==> src/rtl/obi_mem_arb_pkg.sv <==
// Shared types and helpers for the OBI memory round-robin arbiter.
// Imported by obi_mem_arb_fifo and obi_mem_rr_arbiter.
package obi_mem_arb_pkg;

  localparam int OBI_MEM_ARB_MAX_MSTR = 8;

  // Index width with a floor of one bit
  function automatic int idx_w(input int n);
    return (n > 1) ? $clog2(n) : 1;
  endfunction

  typedef struct packed {
    logic [31:0] addr;
    logic        we;
    logic [3:0]  be;
    logic [31:0] wdata;
  } obi_addr_phase_t;

endpackage

==> src/rtl/obi_mem_arb_fifo.sv <==
// In-order FIFO of master indices for response routing.
// Asynchronous active-low reset; pointers wrap at DEPTH.
module obi_mem_arb_fifo
  import obi_mem_arb_pkg::*;
#(
  parameter int DEPTH = 4,
  parameter int W     = 1
) (
  input  logic         clk,
  input  logic         reset_n,
  input  logic         push,
  input  logic         pop,
  input  logic [W-1:0] din,
  output logic         full,
  output logic         empty,
  output logic [W-1:0] head
);

  localparam int PW = idx_w(DEPTH);
  localparam int CW = $clog2(DEPTH + 1);

  logic [W-1:0]  mem [DEPTH];
  logic [PW-1:0] wr_ptr;
  logic [PW-1:0] rd_ptr;
  logic [CW-1:0] cnt;

  function automatic logic [PW-1:0] ptr_inc(input logic [PW-1:0] p);
    return (p == PW'(DEPTH - 1)) ? '0 : p + 1'b1;
  endfunction

  // Entry storage, written on push
  always_ff @(posedge clk) begin
    if (push) mem[wr_ptr] <= din;
  end

  // Pointer and occupancy tracking
  always_ff @(posedge clk or negedge reset_n) begin
    if (!reset_n) begin
      wr_ptr <= '0;
      rd_ptr <= '0;
      cnt    <= '0;
    end else begin
      if (push) wr_ptr <= ptr_inc(wr_ptr);
      if (pop)  rd_ptr <= ptr_inc(rd_ptr);
      if (push && !pop)      cnt <= cnt + 1'b1;
      else if (pop && !push) cnt <= cnt - 1'b1;
    end
  end

  assign full  = (cnt == CW'(DEPTH));
  assign empty = (cnt == '0);
  assign head  = mem[rd_ptr];

endmodule

==> src/rtl/obi_mem_rr_arbiter.sv <==
// Round-robin arbiter sharing one OBI slave between NUM_MSTR masters.
// Optional stall counter: define OBI_MEM_ARB_STALL_CNT_EN.
module obi_mem_rr_arbiter
  import obi_mem_arb_pkg::*;
#(
  parameter int NUM_MSTR        = 2,
  parameter int ADDR_W          = 32,
  parameter int DATA_W          = 32,
  parameter int MAX_OUTSTANDING = 4
) (
  input  logic                       clk,
  input  logic                       reset_n,
  input  logic [NUM_MSTR-1:0]        m_req,
  output logic [NUM_MSTR-1:0]        m_gnt,
  input  logic [NUM_MSTR*ADDR_W-1:0] m_addr,
  input  logic [NUM_MSTR-1:0]        m_we,
  input  logic [NUM_MSTR*DATA_W/8-1:0] m_be,
  input  logic [NUM_MSTR*DATA_W-1:0] m_wdata,
  output logic [NUM_MSTR-1:0]        m_rvalid,
  input  logic [NUM_MSTR-1:0]        m_rready,
  output logic [DATA_W-1:0]          m_rdata,
  output logic                       m_err,
  output logic                       s_req,
  input  logic                       s_gnt,
  output logic [ADDR_W-1:0]          s_addr,
  output logic                       s_we,
  output logic [DATA_W/8-1:0]        s_be,
  output logic [DATA_W-1:0]          s_wdata,
  input  logic                       s_rvalid,
  output logic                       s_rready,
  input  logic [DATA_W-1:0]          s_rdata,
  input  logic                       s_err,
  output logic                       proto_err,
  output logic [31:0]                stall_cnt
);

  localparam int IW   = idx_w(NUM_MSTR);
  localparam int BE_W = DATA_W / 8;

  if (NUM_MSTR < 2 || NUM_MSTR > OBI_MEM_ARB_MAX_MSTR) begin : g_bad_cfg
    $error("obi_mem_rr_arbiter: NUM_MSTR out of range");
  end

  logic [IW-1:0] rr_ptr;
  logic [IW-1:0] rr_idx;
  logic          lock_vld;
  logic [IW-1:0] lock_idx;
  logic [IW-1:0] win;
  logic [IW-1:0] head;
  logic          full;
  logic          empty;
  logic          hs;
  logic          pop;

  // Round-robin search upward from the priority pointer
  always_comb begin
    int j;
    logic hit;
    j      = 0;
    hit    = 1'b0;
    rr_idx = '0;
    for (int i = 0; i < NUM_MSTR; i++) begin
      j = (int'(rr_ptr) + i) % NUM_MSTR;
      if (!hit && m_req[IW'(j)]) begin
        hit    = 1'b1;
        rr_idx = IW'(j);
      end
    end
  end

  assign win   = lock_vld ? lock_idx : rr_idx;
  assign s_req = reset_n & (|m_req) & ~full;
  assign hs    = s_req & s_gnt;

  // Address-phase mux and grant decode
  always_comb begin
    s_addr  = '0;
    s_we    = 1'b0;
    s_be    = '0;
    s_wdata = '0;
    m_gnt   = '0;
    for (int i = 0; i < NUM_MSTR; i++) begin
      if (IW'(i) == win) begin
        s_addr  = m_addr[i*ADDR_W +: ADDR_W];
        s_we    = m_we[i];
        s_be    = m_be[i*BE_W +: BE_W];
        s_wdata = m_wdata[i*DATA_W +: DATA_W];
        m_gnt[i] = hs;
      end
    end
  end

  // Response routing to the oldest outstanding master
  always_comb begin
    m_rvalid = '0;
    s_rready = reset_n;
    for (int i = 0; i < NUM_MSTR; i++) begin
      if (!empty && IW'(i) == head) begin
        m_rvalid[i] = s_rvalid;
        s_rready    = m_rready[i];
      end
    end
  end

  assign m_rdata = s_rdata;
  assign m_err   = s_err;
  assign pop     = s_rvalid & s_rready & ~empty;

  // Priority pointer, stall lock and protocol error flag
  always_ff @(posedge clk or negedge reset_n) begin
    if (!reset_n) begin
      rr_ptr    <= '0;
      lock_vld  <= 1'b0;
      lock_idx  <= '0;
      proto_err <= 1'b0;
    end else begin
      if (hs) begin
        rr_ptr   <= (win == IW'(NUM_MSTR - 1)) ? '0 : win + 1'b1;
        lock_vld <= 1'b0;
      end else if (s_req) begin
        lock_vld <= 1'b1;
        lock_idx <= win;
      end
      if (s_rvalid && empty) proto_err <= 1'b1;
    end
  end

  obi_mem_arb_fifo #(
    .DEPTH (MAX_OUTSTANDING),
    .W     (IW)
  ) u_fifo (
    .clk     (clk),
    .reset_n (reset_n),
    .push    (hs),
    .pop     (pop),
    .din     (win),
    .full    (full),
    .empty   (empty),
    .head    (head)
  );

`ifdef OBI_MEM_ARB_STALL_CNT_EN
  logic [31:0] stall_q;

  // Saturating count of cycles with a request but no handshake
  always_ff @(posedge clk or negedge reset_n) begin
    if (!reset_n) begin
      stall_q <= '0;
    end else if ((|m_req) && !hs && stall_q != '1) begin
      stall_q <= stall_q + 1'b1;
    end
  end

  assign stall_cnt = stall_q;
`else
  assign stall_cnt = '0;
`endif

endmodule

==> config.mk <==
export PLATFORM = sky130hd
export DESIGN_NAME = obi_mem_rr_arbiter
export DESIGN_NICKNAME = d
export VERILOG_FILES = /design/src/rtl/obi_mem_arb_pkg.sv /design/src/rtl/obi_mem_arb_fifo.sv /design/src/rtl/obi_mem_rr_arbiter.sv
export SDC_FILE = /design/constraint.sdc
export NUM_CORES = 1
export LEC_CHECK = 0
export CORE_AREA = 2 2 125 127
export DETAILED_ROUTE_END_ITERATION = 8
export DIE_AREA = 0 0 127 129
export SYNTH_ARGS = -nofsm -noshare
export SYNTH_HDL_FRONTEND = slang
export SYNTH_SLANG_ARGS = --single-unit
export TNS_END_PERCENT = 30
==> constraint.sdc <==
create_clock -name clk -period 4.55 [get_ports clk]
set_input_delay 0.6825 -clock clk [delete_from_list [all_inputs] [get_ports clk]]
set_output_delay 0.6825 -clock clk [all_outputs]
set_load 0.05 [all_outputs]
Word-level counts from Yosys, hierarchy flattened. Memory sizes are Yosys's and may differ from the RTL's. Index checks and enable logic that the tools add are counted.

Bits in registers: 11. RAM bits: 4. Input port bits: 179. Output and inout port bits: 141. Memories kept: 1.

Add/subtract/negate cells: 6. $lt $le $gt $ge: 2. Eq/ne operators: 3. Muxes and demuxes: 27. Bitwise logic cells: 9. Reduce and logical (&&, ||, !) cells: 15.

Memory list: u_fifo.mem (depth 4, width 1, read ports 1, clocked after Yosys merged registers in 0, wr ports 1, RTL line obi_mem_arb_fifo.sv:22) `logic [W-1:0] mem [DEPTH];`.

Operators by type and width (count): 32-bit 2-to-1 mux (2); 1-bit 2-to-1 mux (20); 1-bit logical AND (6); 1-bit by 3-bit < comparator with 1-bit output (second input constant) (2); 3-bit 2-to-1 mux (2); 1-bit bitwise AND (5); 2-bit by 1-bit adder with 2-bit output (second input constant) (2); 2-bit equality test (second input constant) (2); 1-bit zero test (4); 2-bit 2-to-1 mux (2); 4-bit 2-to-1 mux (1); 1-bit inverter (4); 2-bit nonzero test (2); 3-bit by 1-bit adder with 3-bit output (second input constant) (1); 3-bit equality test (second input constant) (1); 3-bit zero test (1); 3-bit by 1-bit subtractor with 3-bit output (second input constant) (1); 1-bit adder (second input constant) (2); 2-bit AND reduction (1); 2-bit OR reduction (1).

Depth between registers and ports, before layout. Gate-level depths: netlist (run 1).

Word-level depth: 10. Mapped depth: 9. Mapped depth without buffers: 9.

Cells and area by module. Synthesis (run 1) repeated with hierarchy kept, for this count alone.

Cells, all modules: 210. Area, all modules: 2473.6 um^2.

Modules (own cells, without submodules): obi_mem_rr_arbiter (instances 1, cells each 168, area each 1920.6 um^2, seq. area each 100.1 um^2); obi_mem_arb_fifo (instances 1, cells each 42, area each 553.0 um^2, seq. area each 295.3 um^2).

Worst setup path after synthesis (run 1). Ideal clock, no wire load.

Path type: flip-flop to output port. From: register u_fifo.rd_ptr[0]. To: output port s_rready. Data arrival time: 1.871 ns. Required time: 3.868 ns. Slack: 1.997 ns. Stages on the path, launching flop included: 4. Path buffers: 0. Cell sequence: dfrtp_1 -> mux4_2 -> mux2i_1 -> a21oi_1.

Word-level cells in the longest chain between the ends: 5.

Ends and longest elaborated chain: start: declaration (RTL line obi_mem_arb_fifo.sv:24) `logic [PW-1:0] rd_ptr;`; start signal: assignment (RTL line obi_mem_arb_fifo.sv:44) `if (pop) rd_ptr <= ptr_inc(rd_ptr);`; memory 4 x 1 bit *; 1-bit inverter (RTL line obi_mem_rr_arbiter.sv:98) `if (!empty && IW'(i) == head) begin`; 1-bit logical AND (RTL line obi_mem_rr_arbiter.sv:98); 1-bit 2-to-1 mux (RTL line obi_mem_rr_arbiter.sv:98); 1-bit 2-to-1 mux * (RTL line obi_mem_rr_arbiter.sv:98); end: declaration (RTL line obi_mem_rr_arbiter.sv:30) `output logic s_rready,`.

Mark *: on every way between the ends. The rest lies on a longest branch, timed or not.

Final worst setup path (run 1).
From: input port m_req[0]. To: output port s_wdata[3].

Word-level cells in the longest chain between the ends: 8.

Ends and longest elaborated chain: start: declaration (RTL line obi_mem_rr_arbiter.sv:13) `input logic [NUM_MSTR-1:0] m_req,`; 1-bit 2-to-1 mux (implied by the code) (2 in series) (RTL line obi_mem_rr_arbiter.sv:64) `if (!hit && m_req[IW'(j)]) begin`; 1-bit 2-to-1 mux (RTL line obi_mem_rr_arbiter.sv:64); 1-bit zero test (RTL line obi_mem_rr_arbiter.sv:64); 1-bit logical AND (RTL line obi_mem_rr_arbiter.sv:64); 1-bit 2-to-1 mux * (RTL line obi_mem_rr_arbiter.sv:64); 1-bit 2-to-1 mux * (RTL line obi_mem_rr_arbiter.sv:71) `assign win = lock_vld ? lock_idx : rr_idx;`; 32-bit 2-to-1 mux * (RTL line obi_mem_rr_arbiter.sv:83) `if (IW'(i) == win) begin`; end: declaration (RTL line obi_mem_rr_arbiter.sv:28) `output logic [DATA_W-1:0] s_wdata,`.

Mark *: on every way between the ends. The rest lies on a longest branch, timed or not. The select of a mux whose other input is x is not followed.

==> impl_metrics.env, run 1 <==
export IMPL_drive_gt1_frac=0.266
export IMPL_avgSynthCellArea_um2=10.1
export IMPL_drtPass1Iterations=4
export IMPL_wire_per_inst_um=14.9
export IMPL_slew_limit_headroom=0.582
export IMPL_grt_max_degree=29
export IMPL_first_iter_violations=47
export IMPL_viasPerCell=3.63
export IMPL_cts_clk_slew_worst_paths_ns=0.05
export IMPL_intPower_mw=1.03
export IMPL_met1_length_mm=3.68
export IMPL_ir_worst_vdd_v=0.000209
export IMPL_fin_cells=587
export IMPL_worstPathRequired_ns=3.87
export IMPL_ys_seq_area_frac=0.185
export IMPL_min_period_ns=3.67
export IMPL_antenna_found_initial=0
export IMPL_portBuffers=221
export IMPL_hold_start="proto_err"
export IMPL_critPathCaptureType="primary output"
export IMPL_ys_ff_latch=15
export IMPL_p_switching_mw=1.28
export IMPL_die_w_um=127
export IMPL_pwr_share_clk=0.075
export IMPL_yosys_area_share_simple=0.0568
export IMPL_dr_total_vias=2132
export IMPL_seqPwrFrac=0.108
export IMPL_yosysWarnings=0
export IMPL_regArea_um2=395
export IMPL_io_pins=320
export IMPL_arrival_ns=2.99
export IMPL_yosys_top_cells_area="mux2_2 (25%), buf_4 (23%), mux2_1 (15%)"
export IMPL_num_fill_cells=1603
export IMPL_leakagePower_nw=1.70
export IMPL_reg2reg_depth=7
export IMPL_fin_crit_sh=0.807
export IMPL_rrSetupSlack_ns=2.11
export IMPL_multi_input_area_um2=1310
export IMPL_final_common_cell="clkdlybuf4s50_1"
export IMPL_pre_cts_ws_ns=0.876
export IMPL_final_setup_tns_ns=0
export IMPL_swShare=0.553
export IMPL_cts_sinks=15
export IMPL_tightest_slew_ns=0.624
export IMPL_slew_violations=0
export IMPL_dpl_hpwl_mm=7.74
export IMPL_finalClockSkew_ns=0.00288
export IMPL_post_cts_resized=0
export IMPL_track_usage=0.0984
export IMPL_max_cap_violations=0
export IMPL_holdBufCountCts=0
export IMPL_powerDensity_nw_per_um2=550
export IMPL_synth_fa_ha_area_frac=0.0445
export IMPL_muxShareOfSynthArea=0.422
export IMPL_diodes=0
export IMPL_overflow=0
export IMPL_reg2reg_to="u_fifo.cnt[1]"
export IMPL_synth_area_um2=2140
export IMPL_rsz0062_at_grt="false"
export IMPL_hp_class="flop to flop"
export IMPL_core_um2=15000
export IMPL_area_delta_synth_final_pct=96.5
export IMPL_clk_path_buf_depth=2
export IMPL_synth_top_area_cell="mux2_2"
export IMPL_dr_wl_met2_mm=4.14
export IMPL_postCtsSetupBuffers=0
export IMPL_dp_cells=583
export IMPL_r2r_start="u_fifo.rd_ptr[0]"
export IMPL_gp_congestion=0.739
export IMPL_crit_fanout=23
export IMPL_cts_buffers_inserted=3
export IMPL_syn_inst=211
export IMPL_comb_power_share=0.817
export IMPL_final_hold_violation_count=0
export IMPL_finalSetupViolCount=0
export IMPL_wl_mm=8.75
export IMPL_hold_path_depth=1
export IMPL_first_global_vias=2214
export IMPL_grt_pass1_wl_mm=12.5
export IMPL_max_freq_mhz=272
export IMPL_hold_path_end="proto_err"
export IMPL_ys_async_sr_fraction=0.733
export IMPL_worst_slack_ns=0.878
export IMPL_cts_tree="done"
export IMPL_status="finished clean"
export IMPL_met3_length_um=829
export IMPL_start_kind="primary input"
export IMPL_synth_main_ff_cell="dfrtp_1"
export IMPL_fin_util=0.280
export IMPL_rows=45
export IMPL_synth_compound_area_frac=0.0222
export IMPL_nNetsFinal=586
export IMPL_h_tree_depth=1
export IMPL_synth_cell_type_count=30
export IMPL_synth_xor_area_frac=0.0123
export IMPL_topRoutingLayerUsed="met4"
export IMPL_initial_utilization=0.143
export IMPL_critPathKind="primary input to primary output"
export IMPL_worst_skew_pair_late_latency_ns=0.25
export IMPL_die_area_um2=16400
export IMPL_synth_top_family_by_area="multiplexers"
export IMPL_die_h_um=129
export IMPL_yosys_area_top_type_share=0.248
export IMPL_ant_nets=0
export IMPL_final_cell_mix="clkdlybuf4s50_1 (176), mux2_2 (47), buf_4 (47), conb_1 (32), mux2_1 (29)"
export IMPL_drc=0
export IMPL_cts_root_buf="clkbuf_16"
export IMPL_synth_edf_count=4
-- final cells by class --
type / count / share of cell area
flip-flops and latches: 15 / 0.0941
multi-input cells: 149 / 0.312
clock inverters: 1 / 0.00119
well taps: 188 / 0.0560
inverters: 6 / 0.00536
repair buffers: 225 / 0.513
clock buffers: 3 / 0.0179
-- sequential cells by signal, indices dropped and copies added (netlist names) --
name / cells
u_fifo.wr_ptr: 2
lock_idx: 1
lock_vld: 1
u_fifo.mem: 4
rr_ptr: 1
u_fifo.cnt: 3
u_fifo.rd_ptr: 2
proto_err: 1
-- cells in the mapped netlist, types with 2 or more instances --
cell and number:
mux2_1 29, o311ai_0 2, ha_1 6, nor2_1 6, buf_2 7, inv_1 5, mux2_2 47, buf_4 65
and2_1 6, edfxtp_1 4, nor3b_2 2, xor2_1 2, dfrtp_1 11, nand2_1 3
-- routing by layer --
| layer | vias up | global-route usage |
|---|---|---|
| li1 | 1006 | - |
| met1 | 986 | 0.126 |
| met2 | 133 | 0.162 |
| met3 | 7 | 0.0324 |
| met4 | 0 | 0.0213 |
| met5 | - | 0 |
-- through the flow --
stage / power, mW / instance area (um^2) / hold slack (ns)
after global routing: 2.43 / 4200 / 0.517
after global placement: 2.13 / 4120 / 0.461
after floorplan: 1.63 / 2250 / 0.387
after CTS: 2.34 / 4200 / 0.495
final: 2.31 / 4200 / 0.481
after detailed placement: 2.16 / 4120 / 0.481
-- power by group through the flow --
stage	sequential [mW]	combinational (mW)	clock, mW
after floorplan	0.249	1.38	0
after global placement	0.247	1.89	0
after detailed placement	0.253	1.90	0
after CTS	0.250	1.91	0.177
after global routing	0.259	1.98	0.185
final	0.249	1.89	0.174
-- worst max path at each step --
stage / slack [ns] / depth (start not counted) / from / end
floorplan: 2.00 / 3 / u_fifo.rd_ptr[0] / s_rready
global placement: 0.89 / 7 / m_req[0] / s_wdata[3]
detailed placement: 0.88 / 7 / m_req[0] / s_wdata[1]
CTS: 0.85 / 7 / m_req[0] / s_wdata[1]
global route: 0.76 / 7 / m_req[0] / s_wdata[1]
finish: 0.88 / 7 / m_req[0] / s_wdata[3]
-- kinds of logic (layout without fill, tap and decap cells) --
logic type	count (synthesis)	in the layout
flip-flops	15	15
adder cells (fa/ha/maj)	7	7
buffers and inverters	78	235
AND/OR/NAND/NOR	21	21
XOR/XNOR	3	3
multiplexers	79	79
other	1	32
AO/OA/AOI/OAI	7	7
-- worst max-delay path, stage by stage --
cell             delay (ns)
clkdlybuf4s50_1        0.48
nand2_1                0.05
o21a_1                 0.20
inv_2                  0.22
buf_12                 0.22
mux2_1                 0.39
clkdlybuf4s50_1        0.72
Power figures use the tool's default switching activity.
==> run 2: changes to the inputs <==
--- a/config.mk
+++ b/config.mk
@@ -5,9 +5,9 @@
 export SDC_FILE = /design/constraint.sdc
 export NUM_CORES = 1
 export LEC_CHECK = 0
-export CORE_AREA = 2 2 125 127
+export CORE_AREA = 2 2 123 125
 export DETAILED_ROUTE_END_ITERATION = 8
-export DIE_AREA = 0 0 127 129
+export DIE_AREA = 0 0 125 127
 export SYNTH_ARGS = -nofsm -noshare
 export SYNTH_HDL_FRONTEND = slang
 export SYNTH_SLANG_ARGS = --single-unit
==> constraint.sdc (replaced) <==
create_clock -name clk -period 3.8 [get_ports clk]
set_input_delay 0.57 -clock clk [delete_from_list [all_inputs] [get_ports clk]]
set_output_delay 0.57 -clock clk [all_outputs]
set_load 0.05 [all_outputs]
==> impl_metrics.env, run 2 (synthesis gave the netlist of run 1 again) <==
export IMPL_crit_fanout=7
export IMPL_clk_path_buf_depth=2
export IMPL_r2r_start="u_fifo.rd_ptr[0]"
export IMPL_cp_top_family="buffers and inverters"
export IMPL_start_kind="primary input"
export IMPL_finalSetupViolCount=0
export IMPL_initial_utilization=0.148
export IMPL_gp_congestion=0.802
export IMPL_diodes=0
export IMPL_max_freq_mhz=337
export IMPL_rows=44
export IMPL_cts_sinks=15
export IMPL_setup_worst_path_start="reset_n"
export IMPL_viasPerCell=3.61
export IMPL_critPathKind="primary input to primary output"
export IMPL_h_tree_depth=1
export IMPL_nNetsFinal=586
export IMPL_setup_worst_path_end="s_req"
export IMPL_die_area_um2=15900
export IMPL_track_usage=0.105
export IMPL_cts_clk_slew_worst_paths_ns=0.04
export IMPL_wire_per_inst_um=15.5
export IMPL_critPathCaptureType="primary output"
export IMPL_wl_mm=9.03
export IMPL_final_cell_mix="clkdlybuf4s50_1 (150), mux2_2 (47), buf_12 (44), conb_1 (32), buf_4 (31)"
export IMPL_dr_total_vias=2102
export IMPL_regMostFlops="u_fifo.mem"
export IMPL_max_cap_violations=0
export IMPL_grt_max_degree=56
export IMPL_portBuffers=221
export IMPL_die_h_um=127
export IMPL_reg2reg_to="u_fifo.cnt[1]"
export IMPL_rsz0062_at_grt="false"
export IMPL_drive_gt1_frac=0.331
export IMPL_reg2reg_depth=7
export IMPL_dpl_hpwl_mm=8.18
export IMPL_status="finished clean"
export IMPL_powerDensity_nw_per_um2=671
export IMPL_hp_class="flop to flop"
export IMPL_min_period_ns=2.96
export IMPL_antenna_found_initial=0
export IMPL_cpPeakStageDelay_ns=0.81
export IMPL_core_um2=14400
export IMPL_final_common_cell="clkdlybuf4s50_1"
export IMPL_arrival_ns=2.39
export IMPL_slew_violations=0
export IMPL_worstPathRequired_ns=3.23
export IMPL_leakagePower_nw=1.92
export IMPL_holdBufCountCts=0
export IMPL_finalClockSkew_ns=0.00371
export IMPL_post_cts_resized=0
export IMPL_reg_top3="u_fifo.mem: 4 flops, u_fifo.cnt: 3 flops"
export IMPL_hold_start="proto_err"
export IMPL_fin_util=0.323
export IMPL_final_hold_violation_count=0
export IMPL_area_delta_synth_final_pct=118
export IMPL_largest_reg_flops=4
export IMPL_worst_skew_pair_late_latency_ns=0.24
export IMPL_critPathSlowestCell="clkdlybuf4s50_1"
export IMPL_crit_chain="clkdlybuf4s50_1 > o21ai_1 > nor2_1 > clkdlybuf4s50_1"
export IMPL_path_depth=4
export IMPL_ir_worst_vdd_v=0.000287
export IMPL_grt_pass1_wl_mm=13.0
export IMPL_cts_buffers_inserted=3
export IMPL_overflow=0
export IMPL_die_w_um=125
export IMPL_ant_nets=0
export IMPL_rrSetupSlack_ns=1.37
export IMPL_drc=0
export IMPL_postCtsSetupBuffers=0
export IMPL_drtPass1Iterations=4
export IMPL_cp_common_cell="clkdlybuf4s50_1"
export IMPL_first_global_vias=2152
export IMPL_final_setup_tns_ns=0
export IMPL_cts_tree="done"
export IMPL_first_iter_violations=35
export IMPL_worst_path_buf_inv=2
export IMPL_io_pins=320
export IMPL_cts_root_buf="clkbuf_16"
export IMPL_fin_crit_sh=0.780
run 2: cell types whose count changed in the layout (fill, tap and decap cells not counted), sizes merged:
cell / change
buf: +26
clkdlybuf4s50: -26
run 2: power by group:
group / internal, mW / total (mW) / switching, mW
registers: 0.235 / 0.298 / 0.0633
clock network: 0.140 / 0.201 / 0.0606
logic: 1.15 / 2.62 / 1.47
run 2: how the worst min path moves through the flow:
stage	depth (start not counted)	slack, ns	endpoint
after detailed placement	1	0.48	proto_err
after global placement	1	0.46	proto_err
after floorplan	0	0.27	lock_idx
after CTS	1	0.49	proto_err
final	1	0.49	proto_err
after global routing	1	0.52	rr_ptr
run 2: layout make-up:
type	count	area, um^2
Tap cell	184	230
Multi-Input combinational cell	149	1310
Inverter	6	22.5
Fill cell	1462	9770
Clock inverter	1	5.00
Clock buffer	3	75.1
Sequential cell	15	395
Timing Repair Buffer	225	2620
run 2: per-stage QoR:
step	power, mW	worst slack (ns)	hold WS [ns]	std cells	instance area [um^2]
after floorplan	1.95	1.36	0.274	242	2250
final	3.12	0.836	0.485	583	4660
after global routing	3.26	0.729	0.515	583	4660
after CTS	3.16	0.802	0.491	583	4660
after global placement	2.92	0.852	0.460	579	4580
after detailed placement	2.95	0.807	0.481	579	4580
run 2: routing by layer:
layer,GRT usage,part of all wire,vias up
li1,-,-,1003
met1,0.121,0.37,959
met2,0.191,0.52,134
met3,0.0385,0.096,6
met4,0.0190,0.0093,0
met5,0,0,-
